File: config.mk
export PLATFORM = sky130hd
export DESIGN_NAME = reg_dump_unit
export DESIGN_NICKNAME = d
export VERILOG_FILES = /design/src/rtl/reg_dump_unit_pkg.sv /design/src/rtl/reg_dump_unit_run_cycle_counter.sv /design/src/rtl/reg_dump_unit.sv
export SDC_FILE = /design/constraint.sdc
export NUM_CORES = 1
export LEC_CHECK = 0
export ABC_CLOCK_PERIOD_IN_PS = 3000
export CAP_MARGIN = 10
export CORE_MARGIN = 2
export CORE_UTILIZATION = 45
export CTS_BUF_LIST = sky130_fd_sc_hd__clkbuf_8
export DETAILED_ROUTE_END_ITERATION = 8
export PLACE_DENSITY = 0.82
export SKIP_LAST_GASP = 1
export SYNTH_ARGS = -nofsm -noshare
export SYNTH_HDL_FRONTEND = slang
export SYNTH_SLANG_ARGS = --single-unit
File: constraint.sdc
create_clock -name clk_i -period 3 [get_ports clk_i]
set_input_delay 0.6 -clock clk_i [delete_from_list [all_inputs] [get_ports clk_i]]
set_output_delay 0.6 -clock clk_i [all_outputs]
set_load 0.005 [all_outputs]
File: src/rtl/reg_dump_unit_pkg.sv
// Shared definitions for the register-dump controller: FSM state encoding and default sizing.
// Simple_Single_CPU and the bench import the same constants.
package reg_dump_unit_pkg;

    typedef enum logic [1:0] {
        ST_RUN  = 2'd0,
        ST_READ = 2'd1,
        ST_SEND = 2'd2,
        ST_DONE = 2'd3
    } dump_state_e;

    localparam int DATA_W    = 32;
    localparam int ADDR_W    = 5;
    localparam int REG_CNT   = 12;
    localparam int END_COUNT = 5;
    localparam int CNT_W     = 32;

endpackage

File: src/rtl/reg_dump_unit_run_cycle_counter.sv
// Counts CPU-enabled clock edges while running and decides when the CPU must be frozen.
// The count saturates instead of wrapping so a long run can never look like a short one.
module run_cycle_counter
    import reg_dump_unit_pkg::*;
#(
    parameter int CNT_W     = reg_dump_unit_pkg::CNT_W,
    parameter int END_COUNT = reg_dump_unit_pkg::END_COUNT
) (
    input  logic             clk_i,
    input  logic             rst_i,
    input  logic             i_en,
    input  logic             i_halt_req,
    output logic             o_run,
    output logic             o_halt,
    output logic [CNT_W-1:0] o_count
);

    localparam logic [CNT_W-1:0] END_VAL = CNT_W'(END_COUNT);
    localparam logic [CNT_W-1:0] MAX_VAL = {CNT_W{1'b1}};

    logic [CNT_W-1:0] r_count;
    logic             w_at_end;

    assign w_at_end = (r_count >= END_VAL);
    // A halt request wins over the run enable, so the halting edge is never a CPU edge.
    assign o_run    = i_en & ~w_at_end & ~i_halt_req;
    assign o_halt   = i_en & (w_at_end | i_halt_req);
    assign o_count  = r_count;

    // Saturating count of edges on which the CPU was enabled
    always_ff @(posedge clk_i or negedge rst_i) begin
        if (!rst_i) begin
            r_count <= '0;
        end else if (o_run && (r_count != MAX_VAL)) begin
            r_count <= r_count + CNT_W'(1);
        end
    end

endmodule

File: src/rtl/reg_dump_unit.sv
// Runs the CPU for a bounded number of edges, freezes it, then streams registers
// 0..REG_CNT-1 out of the register file on a valid/ready word stream.
module reg_dump_unit
    import reg_dump_unit_pkg::*;
#(
    parameter int DATA_W    = reg_dump_unit_pkg::DATA_W,
    parameter int ADDR_W    = reg_dump_unit_pkg::ADDR_W,
    parameter int REG_CNT   = reg_dump_unit_pkg::REG_CNT,
    parameter int END_COUNT = reg_dump_unit_pkg::END_COUNT,
    parameter int CNT_W     = reg_dump_unit_pkg::CNT_W
) (
    input  logic              clk_i,
    input  logic              rst_i,
    input  logic              halt_req_i,
    output logic              cpu_run_o,
    output logic [ADDR_W-1:0] rf_addr_o,
    input  logic [DATA_W-1:0] rf_data_i,
    output logic              dump_valid_o,
    input  logic              dump_ready_i,
    output logic [DATA_W-1:0] dump_data_o,
    output logic [ADDR_W-1:0] dump_idx_o,
    output logic              dump_last_o,
    output logic              done_o,
    output logic [CNT_W-1:0]  cycles_o
);

    localparam logic [ADDR_W-1:0] LAST_IDX = ADDR_W'(REG_CNT - 1);

    dump_state_e       r_state;
    dump_state_e       w_state_nxt;
    logic [ADDR_W-1:0] r_idx;
    logic              r_valid;
    logic [DATA_W-1:0] r_data;
    logic [ADDR_W-1:0] r_dump_idx;
    logic              r_last;
    logic              r_done;
    logic              w_in_run;
    logic              w_run;
    logic              w_halt;
    logic              w_handshake;

    assign w_in_run    = (r_state == ST_RUN);
    assign w_handshake = (r_state == ST_SEND) & dump_ready_i;

    run_cycle_counter #(
        .CNT_W     (CNT_W),
        .END_COUNT (END_COUNT)
    ) u_run_cycle_counter (
        .clk_i      (clk_i),
        .rst_i      (rst_i),
        .i_en       (w_in_run),
        .i_halt_req (halt_req_i),
        .o_run      (w_run),
        .o_halt     (w_halt),
        .o_count    (cycles_o)
    );

    // FSM state register
    always_ff @(posedge clk_i or negedge rst_i) begin
        if (!rst_i) begin
            r_state <= ST_RUN;
        end else begin
            r_state <= w_state_nxt;
        end
    end

    // FSM next-state decode
    always_comb begin
        w_state_nxt = r_state;
        case (r_state)
            ST_RUN: begin
                if (w_halt) begin
                    w_state_nxt = ST_READ;
                end else begin
                    w_state_nxt = ST_RUN;
                end
            end
            ST_READ: w_state_nxt = ST_SEND;
            ST_SEND: begin
                if (dump_ready_i) begin
                    if (r_last) begin
                        w_state_nxt = ST_DONE;
                    end else begin
                        w_state_nxt = ST_READ;
                    end
                end else begin
                    w_state_nxt = ST_SEND;
                end
            end
            ST_DONE: w_state_nxt = ST_DONE;
            default: w_state_nxt = ST_RUN;
        endcase
    end

    // Register index walks forward only after its word has been accepted
    always_ff @(posedge clk_i or negedge rst_i) begin
        if (!rst_i) begin
            r_idx <= '0;
        end else if (w_handshake && !r_last) begin
            r_idx <= r_idx + ADDR_W'(1);
        end
    end

    // Stream word register: loaded in READ, held through SEND until accepted
    always_ff @(posedge clk_i or negedge rst_i) begin
        if (!rst_i) begin
            r_valid    <= 1'b0;
            r_data     <= '0;
            r_dump_idx <= '0;
            r_last     <= 1'b0;
        end else if (r_state == ST_READ) begin
            r_valid    <= 1'b1;
            r_data     <= rf_data_i;
            r_dump_idx <= r_idx;
            r_last     <= (r_idx == LAST_IDX);
        end else if (w_handshake) begin
            r_valid    <= 1'b0;
        end
    end

    // Sticky completion flag, registered one edge behind entry to DONE
    always_ff @(posedge clk_i or negedge rst_i) begin
        if (!rst_i) begin
            r_done <= 1'b0;
        end else if (r_state == ST_DONE) begin
            r_done <= 1'b1;
        end
    end

    assign cpu_run_o    = w_run;
    assign rf_addr_o    = r_idx;
    assign dump_valid_o = r_valid;
    assign dump_data_o  = r_data;
    assign dump_idx_o   = r_dump_idx;
    assign dump_last_o  = r_last;
    assign done_o       = r_done;

endmodule

==> reports/qor.csv <==
metric,value,unit
critPathKind,input pin to output port,
dpl.hpwl,3920,um
cts_root_buf,clkbuf_8,
first_pass_iters,3,
rsz0062_at_grt,no,
synth.largest_area_cell,dfrtp_1,
fin_skew,9.65,ps
rows,29,
synth_top_flop_cell,dfrtp_1,
intPower,2.44,mW
tns,0,ps
swShare,25.0,%
dr.first_iter.drc_count,48,
drive_gt1_share,20.9,%
numPortBuffers,113,
period_minus_slack,2800,ps
die_y,84.3,um
drcViolationCount,0,
ctsHtreeMaxLevel,3,
synth_top_area_share,68.2,%
grt_max_degree,80,
syn-num-nets,238,
grt_first_pass_wirelength,9200,um
cap_violations,0,
p_total,3.26,mW
diodes,0,
period_share,93.4,%
p_seq_share,46.7,%
nNetsFinal,332,
cts.clk_slew.worst_paths,70,ps
post_cts.repair.setup_buffers,0,
fin_util,66.8,%
relSlewSlack,37.7,%
p_per_area,777,nW/um2
drt-vias-per-instance,4.80,
status,completed,
p_switching,0.814,mW
synthTopCellsByArea,"dfrtp_1, mux2_2, clkbuf_1",
avgSynthCellArea,14.6,um2
cts_resized,0,
drt_wl_total,5520,um
place.gp.congestion,0.765,
netlist_area,2900,um2
synth_edf_count,0,
required,2400,ps
max_clock_freq,357,MHz
clockBufferDepth,2,
cts_tree,done,
cp-start-kind,input pin,
grt.overflow.total,0,
cts_num_sinks,79,
ant_nets,0,
crit_path_end_kind,output port,
clk_latency,320,ps
die-width,84.3,um
areaGrowthSynthToFinish,44.5,%
hold_buffers,0,
synth_cell_types,24,
ios,114,
async_flop_share,100,%
min_path_type,input pin to async pin,
yosysSeqAreaShare,68.2,%
start_util,46.2,%
hold_viol,0,
crit_fanout,2,
irDropWorstVdd,427,uV
core,6280,um2
arrival,2200,ps
grt_pass1_vias,1920,
cts-buffers-inserted,9,
yosys_warnings,0,
antenna_found_initial,0,
tightest_slew,934,ps
wl_per_cell,14.8,um
synthCells,198,
vias,1795,
pwr-share-comb,32.3,%
ys_ff_latch,79,
cellLeakagePower,1.83,nW
slew_violations,0,
grt_use_total,16.5,%
setup-violations-final,0,
die-area,7100,um2
clkPwrFrac,20.9,%
-- per-layer routing --
layer	share of wire [%]	global-route usage (%)	routed length, um	vias to the layer above
li1	-	-	-	841
met1	44	21.6	2430	872
met2	46	24.8	2540	74
met3	8.6	5.80	475	8
met4	1.4	7.33	75	0
met5	0	0	0	-
-- through the flow --
step                      instance area [um2]  std cells  hold WS [ps]  setup WS, ps
after floorplan                          2900        198           304          1150
after global placement                   4020        358           387           263
after detailed placement                 4020        358           391           210
after CTS                                4190        374           408           194
after global routing                     4190        374           420           147
final                                    4190        374           408           199
-- layout make-up --
| class | instances | area, um2 |
|---|---|---|
| Clock inverter | 5 | 25.0 |
| Multi-Input combinational cell | 81 | 776 |
| Inverter | 6 | 22.5 |
| Clock buffer | 11 | 151 |
| Tap cell | 77 | 96.3 |
| Timing Repair Buffer | 115 | 1140 |
| Fill cell | 472 | 2090 |
| Sequential cell | 79 | 1980 |
-- registers in the layout, summed over array words and instances, names as in the netlist --
register	cells
dump_data_o	32
u_run_cycle_counter.o_count	32
dump_idx_o	5
rf_addr_o	5
r_state	2
done_o	1
dump_last_o	1
dump_valid_o	1
-- critical path, cell delays in order --
cell	delay, ps
clkdlybuf4s50_1	390
nor4_1	270
o211ai_1	200
nor3_4	190
clkdlybuf4s50_1	540
-- Yosys cell counts (4+ instances only) --
library cell	number
inv_1	6
dfrtp_1	79
mux2_2	38
clkbuf_1	25
xnor2_1	5
nor4_1	5
nor2_1	4
ha_1	4
nand4_1	4
nor4_2	4
buf_2	6
-- power groups by stage --
stage / registers [mW] / clock network, mW / logic (mW)
2_1_floorplan: 1.55 / 0 / 0.364
3_3_place_gp: 1.53 / 0 / 1.05
3_5_place_dp: 1.55 / 0 / 1.07
4_1_cts: 1.53 / 0.705 / 1.07
5_1_grt: 1.57 / 0.750 / 1.14
6_report: 1.52 / 0.682 / 1.05
-- cell families after synthesis --
kind of cell	after synthesis	share of synthesized area, %
flops	79	68.2
mux	39	15.3
fa+ha+maj	4	1.73
compound gates	7	1.64
simple gates	25	6.04
xor+xnor	6	1.81
buf+inv	38	5.35
-- path summary, 6_finish.rpt --
path	start	to	slack, ps	depth (start not counted)
worst max-delay path	halt_req_i	cpu_run_o	200	5
worst min-delay path	rst_i	dump_data_o[25]	410	1
worst max register to register	u_run_cycle_counter.o_count[0]	u_run_cycle_counter.o_count[1]	1200	7
worst min register to register	u_run_cycle_counter.o_count[7]	u_run_cycle_counter.o_count[7]	410	0
max in group asynchronous	rst_i	dump_data_o[2]	1980	1
min in group clk_i	u_run_cycle_counter.o_count[7]	u_run_cycle_counter.o_count[7]	410	0
-- cell usage in the layout, fill, tap and decap left out, types with 2 or more instances in the layout --
| cell | instances |
|---|---|
| nand2b_1 | 2 |
| nand2_1 | 2 |
| clkdlybuf4s50_1 | 112 |
| nor4_1 | 5 |
| nor2_1 | 4 |
| nand4_1 | 4 |
| o21ai_0 | 2 |
| nor4_2 | 4 |
| mux2_2 | 38 |
| buf_4 | 3 |
| clkbuf_8 | 11 |
| inv_1 | 8 |
| clkinv_2 | 2 |
| ha_1 | 4 |
| a21o_1 | 2 |
| dfrtp_1 | 79 |
| xnor2_1 | 5 |
No activity file was read; power rests on OpenSTA's default activity.
